File: src/rtl/lc3_control_fsm.sv
// LC-3 control sequencer: Moore FSM producing every datapath load, gate and mux select.
// Opcode and IR_11 come from IR, which stays stable for the whole instruction, so shared states branch on them.
module lc3_control_fsm #(
  parameter bit RESET_STATE_HALT = 1'b1
) (
  input  logic       Clk,
  input  logic       Reset,
  input  logic       Run,
  input  logic [3:0] Opcode,
  input  logic       IR_11,
  input  logic       BEN,
  input  logic       MEM_R,
  output logic       LD_MAR,
  output logic       LD_MDR,
  output logic       LD_IR,
  output logic       LD_BEN,
  output logic       LD_REG,
  output logic       LD_CC,
  output logic       LD_PC,
  output logic       GatePC,
  output logic       GateMDR,
  output logic       GateALU,
  output logic       GateMARMUX,
  output logic       ADDR1MUX,
  output logic [1:0] ADDR2MUX,
  output logic [1:0] PCMUX,
  output logic [1:0] DRMUX,
  output logic [1:0] SR1MUX,
  output logic [1:0] MARMUX,
  output logic [1:0] ALUK,
  output logic       MIO_EN,
  output logic       R_W,
  output logic       Halted,
  output logic [4:0] State
);

  localparam logic [3:0] OP_BR   = 4'b0000;
  localparam logic [3:0] OP_ADD  = 4'b0001;
  localparam logic [3:0] OP_LD   = 4'b0010;
  localparam logic [3:0] OP_ST   = 4'b0011;
  localparam logic [3:0] OP_JSR  = 4'b0100;
  localparam logic [3:0] OP_AND  = 4'b0101;
  localparam logic [3:0] OP_LDR  = 4'b0110;
  localparam logic [3:0] OP_STR  = 4'b0111;
  localparam logic [3:0] OP_NOT  = 4'b1001;
  localparam logic [3:0] OP_LDI  = 4'b1010;
  localparam logic [3:0] OP_STI  = 4'b1011;
  localparam logic [3:0] OP_JMP  = 4'b1100;
  localparam logic [3:0] OP_LEA  = 4'b1110;
  localparam logic [3:0] OP_TRAP = 4'b1111;

  typedef enum logic [4:0] {
    S_HALTED    = 5'd0,
    S_FETCH_MAR = 5'd1,
    S_FETCH_MEM = 5'd2,
    S_FETCH_IR  = 5'd3,
    S_DECODE    = 5'd4,
    S_ADD       = 5'd5,
    S_AND       = 5'd6,
    S_NOT       = 5'd7,
    S_BR_TAKEN  = 5'd8,
    S_JMP       = 5'd9,
    S_JSR_LINK  = 5'd10,
    S_JSR_OFF   = 5'd11,
    S_JSR_REG   = 5'd12,
    S_LEA       = 5'd13,
    S_ADDR_PC9  = 5'd14,
    S_ADDR_REG6 = 5'd15,
    S_MEM_READ  = 5'd16,
    S_IND_MAR   = 5'd17,
    S_MEM_READ2 = 5'd18,
    S_LD_WB     = 5'd19,
    S_ST_DATA   = 5'd20,
    S_MEM_WRITE = 5'd21,
    S_TRAP_MAR  = 5'd22,
    S_TRAP_PC   = 5'd23
  } state_t;

  localparam state_t RESET_STATE = RESET_STATE_HALT ? S_HALTED : S_FETCH_MAR;

  state_t state_q, state_d;

  always_ff @(posedge Clk or posedge Reset) begin
    if (Reset) state_q <= RESET_STATE;
    else       state_q <= state_d;
  end

  always_comb begin
    state_d = state_q;
    unique case (state_q)
      S_HALTED:    if (Run) state_d = S_FETCH_MAR;
      S_FETCH_MAR: state_d = S_FETCH_MEM;
      S_FETCH_MEM: if (MEM_R) state_d = S_FETCH_IR;
      S_FETCH_IR:  state_d = S_DECODE;
      S_DECODE: begin
        case (Opcode)
          OP_ADD:                        state_d = S_ADD;
          OP_AND:                        state_d = S_AND;
          OP_NOT:                        state_d = S_NOT;
          OP_BR:                         state_d = BEN ? S_BR_TAKEN : S_FETCH_MAR;
          OP_JMP:                        state_d = S_JMP;
          OP_JSR:                        state_d = S_JSR_LINK;
          OP_LEA:                        state_d = S_LEA;
          OP_LD, OP_LDI, OP_ST, OP_STI:  state_d = S_ADDR_PC9;
          OP_LDR, OP_STR:                state_d = S_ADDR_REG6;
          OP_TRAP:                       state_d = S_TRAP_MAR;
          default:                       state_d = S_HALTED;
        endcase
      end
      S_ADD, S_AND, S_NOT, S_BR_TAKEN, S_JMP, S_JSR_OFF, S_JSR_REG, S_LEA, S_LD_WB, S_TRAP_PC:
        state_d = S_FETCH_MAR;
      // Direct stores already hold their final address in MAR; everything else reads first.
      S_ADDR_PC9, S_ADDR_REG6:
        state_d = (Opcode == OP_ST || Opcode == OP_STR) ? S_ST_DATA : S_MEM_READ;
      S_TRAP_MAR:  state_d = S_MEM_READ;
      S_MEM_READ: begin
        if (MEM_R) begin
          case (Opcode)
            OP_LD, OP_LDR:  state_d = S_LD_WB;
            OP_LDI, OP_STI: state_d = S_IND_MAR;
            OP_TRAP:        state_d = S_JSR_LINK;
            default:        state_d = S_FETCH_MAR;
          endcase
        end
      end
      S_IND_MAR:   state_d = (Opcode == OP_STI) ? S_ST_DATA : S_MEM_READ2;
      S_MEM_READ2: if (MEM_R) state_d = S_LD_WB;
      S_JSR_LINK: begin
        if (Opcode == OP_TRAP) state_d = S_TRAP_PC;
        else if (IR_11)        state_d = S_JSR_OFF;
        else                   state_d = S_JSR_REG;
      end
      S_ST_DATA:   state_d = S_MEM_WRITE;
      S_MEM_WRITE: if (MEM_R) state_d = S_FETCH_MAR;
      default:     state_d = S_HALTED;
    endcase
  end

  always_comb begin
    LD_MAR     = 1'b0;
    LD_MDR     = 1'b0;
    LD_IR      = 1'b0;
    LD_BEN     = 1'b0;
    LD_REG     = 1'b0;
    LD_CC      = 1'b0;
    LD_PC      = 1'b0;
    GatePC     = 1'b0;
    GateMDR    = 1'b0;
    GateALU    = 1'b0;
    GateMARMUX = 1'b0;
    ADDR1MUX   = 1'b0;
    ADDR2MUX   = 2'b00;
    PCMUX      = 2'b00;
    DRMUX      = 2'b00;
    SR1MUX     = 2'b00;
    MARMUX     = 2'b00;
    ALUK       = 2'b00;
    MIO_EN     = 1'b0;
    R_W        = 1'b0;
    Halted     = 1'b0;
    unique case (state_q)
      S_HALTED:    Halted = 1'b1;
      S_FETCH_MAR: begin GatePC = 1'b1; LD_MAR = 1'b1; LD_PC = 1'b1; end
      S_FETCH_MEM, S_MEM_READ, S_MEM_READ2: begin MIO_EN = 1'b1; LD_MDR = 1'b1; end
      S_FETCH_IR:  begin GateMDR = 1'b1; LD_IR = 1'b1; end
      S_DECODE:    LD_BEN = 1'b1;
      S_ADD, S_AND, S_NOT: begin
        SR1MUX = 2'b01; GateALU = 1'b1; LD_REG = 1'b1; LD_CC = 1'b1;
        ALUK = (state_q == S_AND) ? 2'b01 : (state_q == S_NOT) ? 2'b10 : 2'b00;
      end
      S_BR_TAKEN:  begin ADDR2MUX = 2'b10; PCMUX = 2'b10; LD_PC = 1'b1; end
      S_JMP, S_JSR_REG: begin SR1MUX = 2'b01; ADDR1MUX = 1'b1; PCMUX = 2'b10; LD_PC = 1'b1; end
      S_JSR_LINK:  begin GatePC = 1'b1; DRMUX = 2'b01; LD_REG = 1'b1; end
      S_JSR_OFF:   begin ADDR2MUX = 2'b11; PCMUX = 2'b10; LD_PC = 1'b1; end
      S_LEA:       begin GateMARMUX = 1'b1; ADDR2MUX = 2'b10; LD_REG = 1'b1; LD_CC = 1'b1; end
      S_ADDR_PC9:  begin GateMARMUX = 1'b1; LD_MAR = 1'b1; ADDR2MUX = 2'b10; end
      S_ADDR_REG6: begin
        GateMARMUX = 1'b1; LD_MAR = 1'b1; SR1MUX = 2'b01; ADDR1MUX = 1'b1; ADDR2MUX = 2'b01;
      end
      S_IND_MAR:   begin GateMDR = 1'b1; LD_MAR = 1'b1; end
      S_LD_WB:     begin GateMDR = 1'b1; LD_REG = 1'b1; LD_CC = 1'b1; end
      // Store data passes SR (IR[11:9]) through the ALU so MDR loads from the bus, not memory.
      S_ST_DATA:   begin ALUK = 2'b11; GateALU = 1'b1; LD_MDR = 1'b1; end
      S_MEM_WRITE: R_W = 1'b1;
      S_TRAP_MAR:  begin GateMARMUX = 1'b1; MARMUX = 2'b01; LD_MAR = 1'b1; end
      S_TRAP_PC:   begin GateMDR = 1'b1; PCMUX = 2'b01; LD_PC = 1'b1; end
      default:     Halted = 1'b0;
    endcase
  end

  assign State = state_q;

endmodule

File: config.mk
export PLATFORM = sky130hd
export DESIGN_NAME = lc3_control_fsm
export DESIGN_NICKNAME = d
export VERILOG_FILES = /design/src/rtl/lc3_control_fsm.sv
export SDC_FILE = /design/constraint.sdc
export NUM_CORES = 1
export LEC_CHECK = 0
export CAP_MARGIN = 20
export CORE_UTILIZATION = 25
export CTS_BUF_LIST = sky130_fd_sc_hd__clkbuf_16
export DETAILED_ROUTE_END_ITERATION = 7
export GPL_ROUTABILITY_DRIVEN = 0
export PLACE_DENSITY = 0.61
export SYNTH_ARGS = -nofsm -noshare
export SYNTH_HDL_FRONTEND = slang
export SYNTH_SLANG_ARGS = --single-unit
File: constraint.sdc
create_clock -name Clk -period 4.1 [get_ports Clk]
set_clock_uncertainty 0.05 [all_clocks]
set_input_delay 0.82 -clock Clk [delete_from_list [all_inputs] [get_ports Clk]]
set_output_delay 0.82 -clock Clk [all_outputs]
set_load 0.1 [all_outputs]
==> Word level (Yosys, flattened, before mapping) <==
Index checks and enable logic that the tools add are counted.
{ "word_totals": {"reg_bits": 5, "elab_cells": 103, "in_bits": 10} }
{ "op_classes": {"n_eq_ne": 41, "n_mux": 36, "reduce_logical": 25} }
{ "ops": {"columns": ["operator", "count"], "rows": [
  ["$pmux 5 s14", 1],
  ["$pmux 5 s10", 1],
  ["$eq 5x4->1 const B", 8],
  ["$eq 5x5->1 const B", 8],
  ["$mux 5", 6],
  ["$eq 4x4->1 const B", 6],
  ["$reduce_or 4->1", 6],
  ["$eq 5x3->1 const B", 4],
  ["$mux 1", 18],
  ["$reduce_or 6->1", 3],
  ["$eq 4x3->1 const B", 4],
  ["$pmux 5 s3", 1],
  ["$reduce_or 3->1", 4],
  ["$eq 5x2->1 const B", 2],
  ["$ne 2x2->1 const B", 5],
  ["$reduce_or 10->1", 1],
  ["$reduce_or 2->1", 5],
  ["$reduce_or 5->1", 2],
  ["$mux 3", 3],
  ["$eq 4x2->1 const B", 2],
  ["$pmux 2 s2", 2],
  ["$pmux 2 s3", 1],
  ["$eq 5x1->1 const B", 1],
  ["$logic_not 5->1", 1],
  ["other kinds (6)", 7]
]} }

==> Longest topological paths before layout <==
Gate-level depths: netlist of run 1.
{ "depth": {"ltp_word": 5, "depth_mapped": 7, "depth_no_buf": 5} }

==> Least setup slack after synthesis of run 1 <==
OpenSTA, ideal clock, no wires.
{ "synth_path": {"path_kind": "reg-to-output", "start": "register state_q[0], in the netlist State[0]", "end": "output port LD_REG", "required_time_ps": 3230, "slack_ps": -1308, "t_arrival_ps": 4538, "path_stages_with_launch": 6, "n_path_buf": 1, "path_cell_list": "dfrtp_1 buf_2 nand2_1 and2_1 o32ai_1 or2_2"} }
{ "synth_via": {"elab_chain_len": 3, "elab_cells_between_ends": 8, "cone_classes": "6 x eq/ne; 1 x mux; 1 x reduce/logical"} }
{ "synth_lines": {"columns": ["element", "line_no", "source"], "rows": [
  ["start, declared", "81", "state_t state_q, state_d;"],
  ["start signal, assigned", "85", "else state_q <= state_d;"],
  ["$eq 5x3->1, or another cell as far along", "161", "unique case (state_q)"],
  ["$reduce_or 6->1 (no source line) *", null, null],
  ["$mux 1 *", "161", null],
  ["end, declared", "17", "output logic LD_REG,"]
]} }
Mark *: on every way between the ends. The rest lies on a longest branch, timed or not.

==> Final worst setup path of run 1 <==
{ "layout_path": {"start": "register state_q[3], in the netlist State[3]", "end": "output port State[3]"} }
{ "layout_rtl": {"columns": ["element", "line_no", "source"], "rows": [
  ["end, declared", "34", "output logic [4:0] State"]
]} }
No word-level cell between the ends.

==> impl_metrics.json, run 1 <==
{
  "grt-ovfl-total": 0,
  "slew_viol_final": 0,
  "ys_top_cells_by_area": "dfrtp_1 (13%), nor2_1 (9.9%), nand2_1 (6.8%)",
  "root_buffer": "clkbuf_16",
  "finalHoldViolCount": 0,
  "fmax_mhz": 321,
  "postPlaceCellArea_sq_um": 1330,
  "slowest_delay_ns": 1.26,
  "die_h_um": 64.9,
  "stdcell_count": 237,
  "rsz0062_at_grt": "false",
  "drc_errors": 0,
  "route.top_layer_used": "met4",
  "crit_path_start": "State[3]$_DFFE_PP0P_",
  "cp_max_fo": 22,
  "synth_seq_area_share_pct": 12.6,
  "cts.htree.levels": 1,
  "async_reset_ff_share_pct": 100,
  "yosysUniqueCellTypes": 48,
  "antennaDiodeCount": 0,
  "met1_length_mm": 1.44,
  "grt_max_degree": 25,
  "cts.clk_slew.worst_paths_ns": 0.03,
  "layout_commonest_cell": "buf_4",
  "track_usage_pct": 15.2,
  "antenna_left": 0,
  "min_path_type": "input pin to async pin",
  "start_kind": "flop",
  "max_slew_margin_pct": 35.1,
  "ios": 42,
  "critPathBufInv": 1,
  "fill_cells": 426,
  "area_growth_pct": 42.9,
  "grt_pass1_vias": 1109,
  "status": "completed",
  "cts_made_buffers": 3,
  "setup_viol": 0,
  "cp_top_family": "buffers and inverters",
  "clk_latency_ns": 0.23,
  "start_util_pct": 26.6,
  "die_area_sq_um": 4210,
  "whs_ns": 0.740,
  "synth_top_area_share_pct": 12.6,
  "crit_slowest_cell": "clkdlybuf4s50_1",
  "drtIter0Drc": 105,
  "dr_wl_met3_um": 212,
  "nets": 200,
  "synth_flop_cell": "dfrtp_1",
  "yosysWarnings": 0,
  "period_share_pct": 75.9,
  "worstReg2RegStart": "State[4]$_DFFE_PP0P_",
  "row_count": 22,
  "hold_buffers": 0,
  "core-area_sq_um": 3720,
  "fin_tns_setup_ns": 0,
  "yosys.area.top_type": "dfrtp_1",
  "cts_tree": "built",
  "grt_pass1_wl_mm": 5.13,
  "worst_pin_slew_ns": 0.970,
  "hpwlAfterDp_mm": 2.22,
  "finalCriticalPeriod_ns": 3.11,
  "antenna_found_initial": 0,
  "drive_gt1_share_pct": 24.3,
  "dr_wl_met2_mm": 1.46,
  "final_area_sq_um": 1410,
  "drv_cap": 0,
  "vias": 1247,
  "post_drt_wl_per_cell_um": 13.2,
  "crit_type": "flop to primary output",
  "worstPathArrival_ns": 2.24,
  "netlist_area_sq_um": 990,
  "synth_edf_count": 0,
  "first_pass_iters": 4,
  "largest_register_ffs": 5,
  "synthCells": 161,
  "wirelength_mm": 3.14,
  "cts_buffer_depth": 2,
  "worstPathRequired_ns": 3.23,
  "ctsResizeCount": 0,
  "layout_common_cells": "buf_4 (28), nor2_1 (26), nand2_1 (18), a21oi_1 (11), clkdlybuf4s50_1 (11)",
  "synth_seq_cells": 5,
  "vias_per_cell": 5.26,
  "portBuffers": 38,
  "synth.avg_cell_area_sq_um": 6.15,
  "postCtsSetupBuffers": 0,
  "clock_sinks": 5,
  "crit_path_end_kind": "primary output",
  "path_cells": "clkdlybuf4s50_1",
  "die_w_um": 64.9,
  "dpl.cell_count": 233
}
-- synth_stat cells (all sizes together), types with 2 or more instances --
cell,count
a21oi,12
a2bb2oi,2
a32oi,3
and2,3
buf,14
clkbuf,3
dfrtp,5
inv,6
nand2,18
nand2b,5
nand3,2
nand4,2
nor2,26
nor2b,7
nor3,8
o21ai,10
o22ai,6
or2,3
or4,2
xnor2,3
-- area by class of cell --
cell class,instances,area [sq um],share of cell area (%)
Multi-Input combinational cell,135,806,57.0
Timing Repair Buffer,39,320,22.7
Clock buffer,3,75.1,5.31
Inverter,6,22.5,1.59
Sequential cell,5,125,8.85
Tap cell,48,60.1,4.25
Clock inverter,1,5.00,0.354
-- cell families (layout without fill, tap and decap cells) --
group	Yosys count	after routing	synth area share, %
and+or+nand+nor	80	80	39.4
DFF	5	5	12.6
AOI/OAI and AO/OA	48	48	32.9
xor gates and xnor gates	4	4	3.54
buffers and inverters	23	49	11.1
other	1	3	0.379
-- per-stage QoR --
| step | util [%] | setup WS, ns |
|---|---|---|
| after global placement | 35.9 | 1.24 |
| after global routing | 38.0 | 0.915 |
| after detailed placement | 35.9 | 1.23 |
| after floorplan | - | -0.178 |
| after CTS | 38.0 | 0.986 |
| final | 38.0 | 0.986 |
-- routing by layer --
| layer | global-route usage (%) | up-vias |
|---|---|---|
| li1 | - | 620 |
| met1 | 20.5 | 575 |
| met2 | 24.6 | 49 |
| met3 | 2.64 | 3 |
| met4 | 4.17 | 0 |
| met5 | 0 | - |
-- worst paths after layout --
kind,end,slack [ns],depth (start not counted)
min in group Clk,State[0]$_DFFE_PP0P_,0.98,2
setup reg to reg,State[4]$_DFFE_PP0P_,1.87,5
max in group asynchronous,State[2]$_DFFE_PP0P_,3.09,2
hold / removal,State[1]$_DFFE_PP0P_,0.74,2
setup / recovery,State[3],0.99,1
hold reg to reg,State[0]$_DFFE_PP0P_,0.98,2
Power of run 1 is not shown: default switching activity piles up to over one toggle a cycle in this logic, so the estimate is an artifact.
==> inputs of run 2 (changes only) <==
Clock period 4.1 ns to 3.2 ns, I/O delays scaled along.
==> impl_metrics.json, run 2 (same netlist as run 1, synthesis figures left out) <==
{
  "met1_length_mm": 1.45,
  "crit_path_end_kind": "primary output",
  "worstPathRequired_ns": 2.51,
  "start_kind": "flop",
  "status": "completed",
  "finalCriticalPeriod_ns": 2.82,
  "largest_register_ffs": 5,
  "slowest_delay_ns": 0.68,
  "die_h_um": 64.9,
  "hold_buffers": 0,
  "dr_wl_met3_um": 251,
  "finalHoldViolCount": 0,
  "start_util_pct": 26.6,
  "slew_viol_final": 0,
  "ctsResizeCount": 0,
  "route.top_layer_used": "met4",
  "cts_tree": "built",
  "rsz0062_at_grt": "false",
  "fill_cells": 373,
  "layout_commonest_cell": "buf_12",
  "drtIter0Drc": 72,
  "dp_slack_ns": 0.627,
  "area_growth_pct": 76.7,
  "antenna_left": 0,
  "setup_viol": 0,
  "antenna_found_initial": 0,
  "postCtsSetupBuffers": 0,
  "cp_top_family": "simple AND/OR/NAND/NOR gates",
  "cts_buffer_depth": 2,
  "min_path_type": "input pin to async pin",
  "max_slew_margin_pct": 46.7,
  "portBuffers": 38,
  "cts_made_buffers": 3,
  "row_count": 22,
  "ios": 42,
  "cts.htree.levels": 1,
  "critPathBufInv": 2,
  "post_drt_wl_per_cell_um": 13.6,
  "cp_max_fo": 18,
  "core-area_sq_um": 3720,
  "fin_ws_ns": 0.375,
  "root_buffer": "clkbuf_16",
  "crit_type": "flop to primary output",
  "worst_pin_slew_ns": 0.799,
  "drv_cap": 0,
  "path_cells": "inv_1, nand2_1, and2_1, o32ai_4, or2_2, buf_12",
  "first_pass_iters": 4,
  "clock_sinks": 5,
  "nets": 203,
  "crit_slowest_cell": "dfrtp_1",
  "die_area_sq_um": 4210,
  "drive_gt1_share_pct": 31.8,
  "drc_errors": 0,
  "grt_pass1_vias": 1167,
  "final_area_sq_um": 1750,
  "worstPathArrival_ns": 2.13,
  "hpwlAfterDp_mm": 2.45,
  "grt-ovfl-total": 0,
  "grt_pass1_wl_mm": 5.67,
  "period_share_pct": 88.3,
  "grt_max_degree": 31,
  "dr_wl_met2_mm": 1.53,
  "vias": 1283,
  "track_usage_pct": 16.7,
  "antennaDiodeCount": 0,
  "postPlaceCellArea_sq_um": 1670,
  "cts.clk_slew.worst_paths_ns": 0.03,
  "wirelength_mm": 3.27,
  "die_w_um": 64.9,
  "fmax_mhz": 354,
  "vias_per_cell": 5.35,
  "clk_latency_ns": 0.23,
  "layout_common_cells": "buf_12 (19), nand2_1 (18), nor2_1 (17), buf_4 (14), a21oi_1 (11)"
}
[run 2: path summary, 6_finish.rpt]
check                                          start              endpoint  slack [ns]  cells after the start
worst max-delay path            State[1]$_DFFE_PP0P_                LD_REG        0.38                      6
worst min-delay path                           Reset  State[1]$_DFFE_PP0P_        0.56                      2
worst max register to register  State[4]$_DFFE_PP0P_  State[4]$_DFFE_PP0P_        0.98                      5
worst min register to register  State[3]$_DFFE_PP0P_  State[4]$_DFFE_PP0P_        0.75                      3
max in group asynchronous                      Reset  State[0]$_DFFE_PP0P_        2.36                      2
min in group Clk                State[3]$_DFFE_PP0P_  State[4]$_DFFE_PP0P_        0.75                      3
[run 2: cell type report]
type	instances	area, sq um	area share, %
clock buffers	3	75.1	4.29
inverters	6	22.5	1.29
flip-flops and latches	5	126	7.22
well taps	48	60.1	3.43
clock inverters	1	3.75	0.215
repair buffers	42	576	32.9
multi-input cells	135	886	50.6
[run 2: stage by stage]
step	hold slack, ns	util (%)	setup TNS (ns)	instances
3_5_place_dp	0.751	44.9	0	236
4_1_cts	0.568	47.1	0	240
3_3_place_gp	0.758	44.9	0	236
5_1_grt	0.590	47.1	0	240
6_report	0.556	47.1	0	240
2_1_floorplan	0.368	-	-1.45	163
[run 2: routing by layer]
metal	track usage [%]	vias to the layer above
met1	23.5	588
met5	0	-
li1	-	630
met3	3.17	5
met2	24.6	60
met4	6.39	0
Power of run 2 is left out for the same reason.
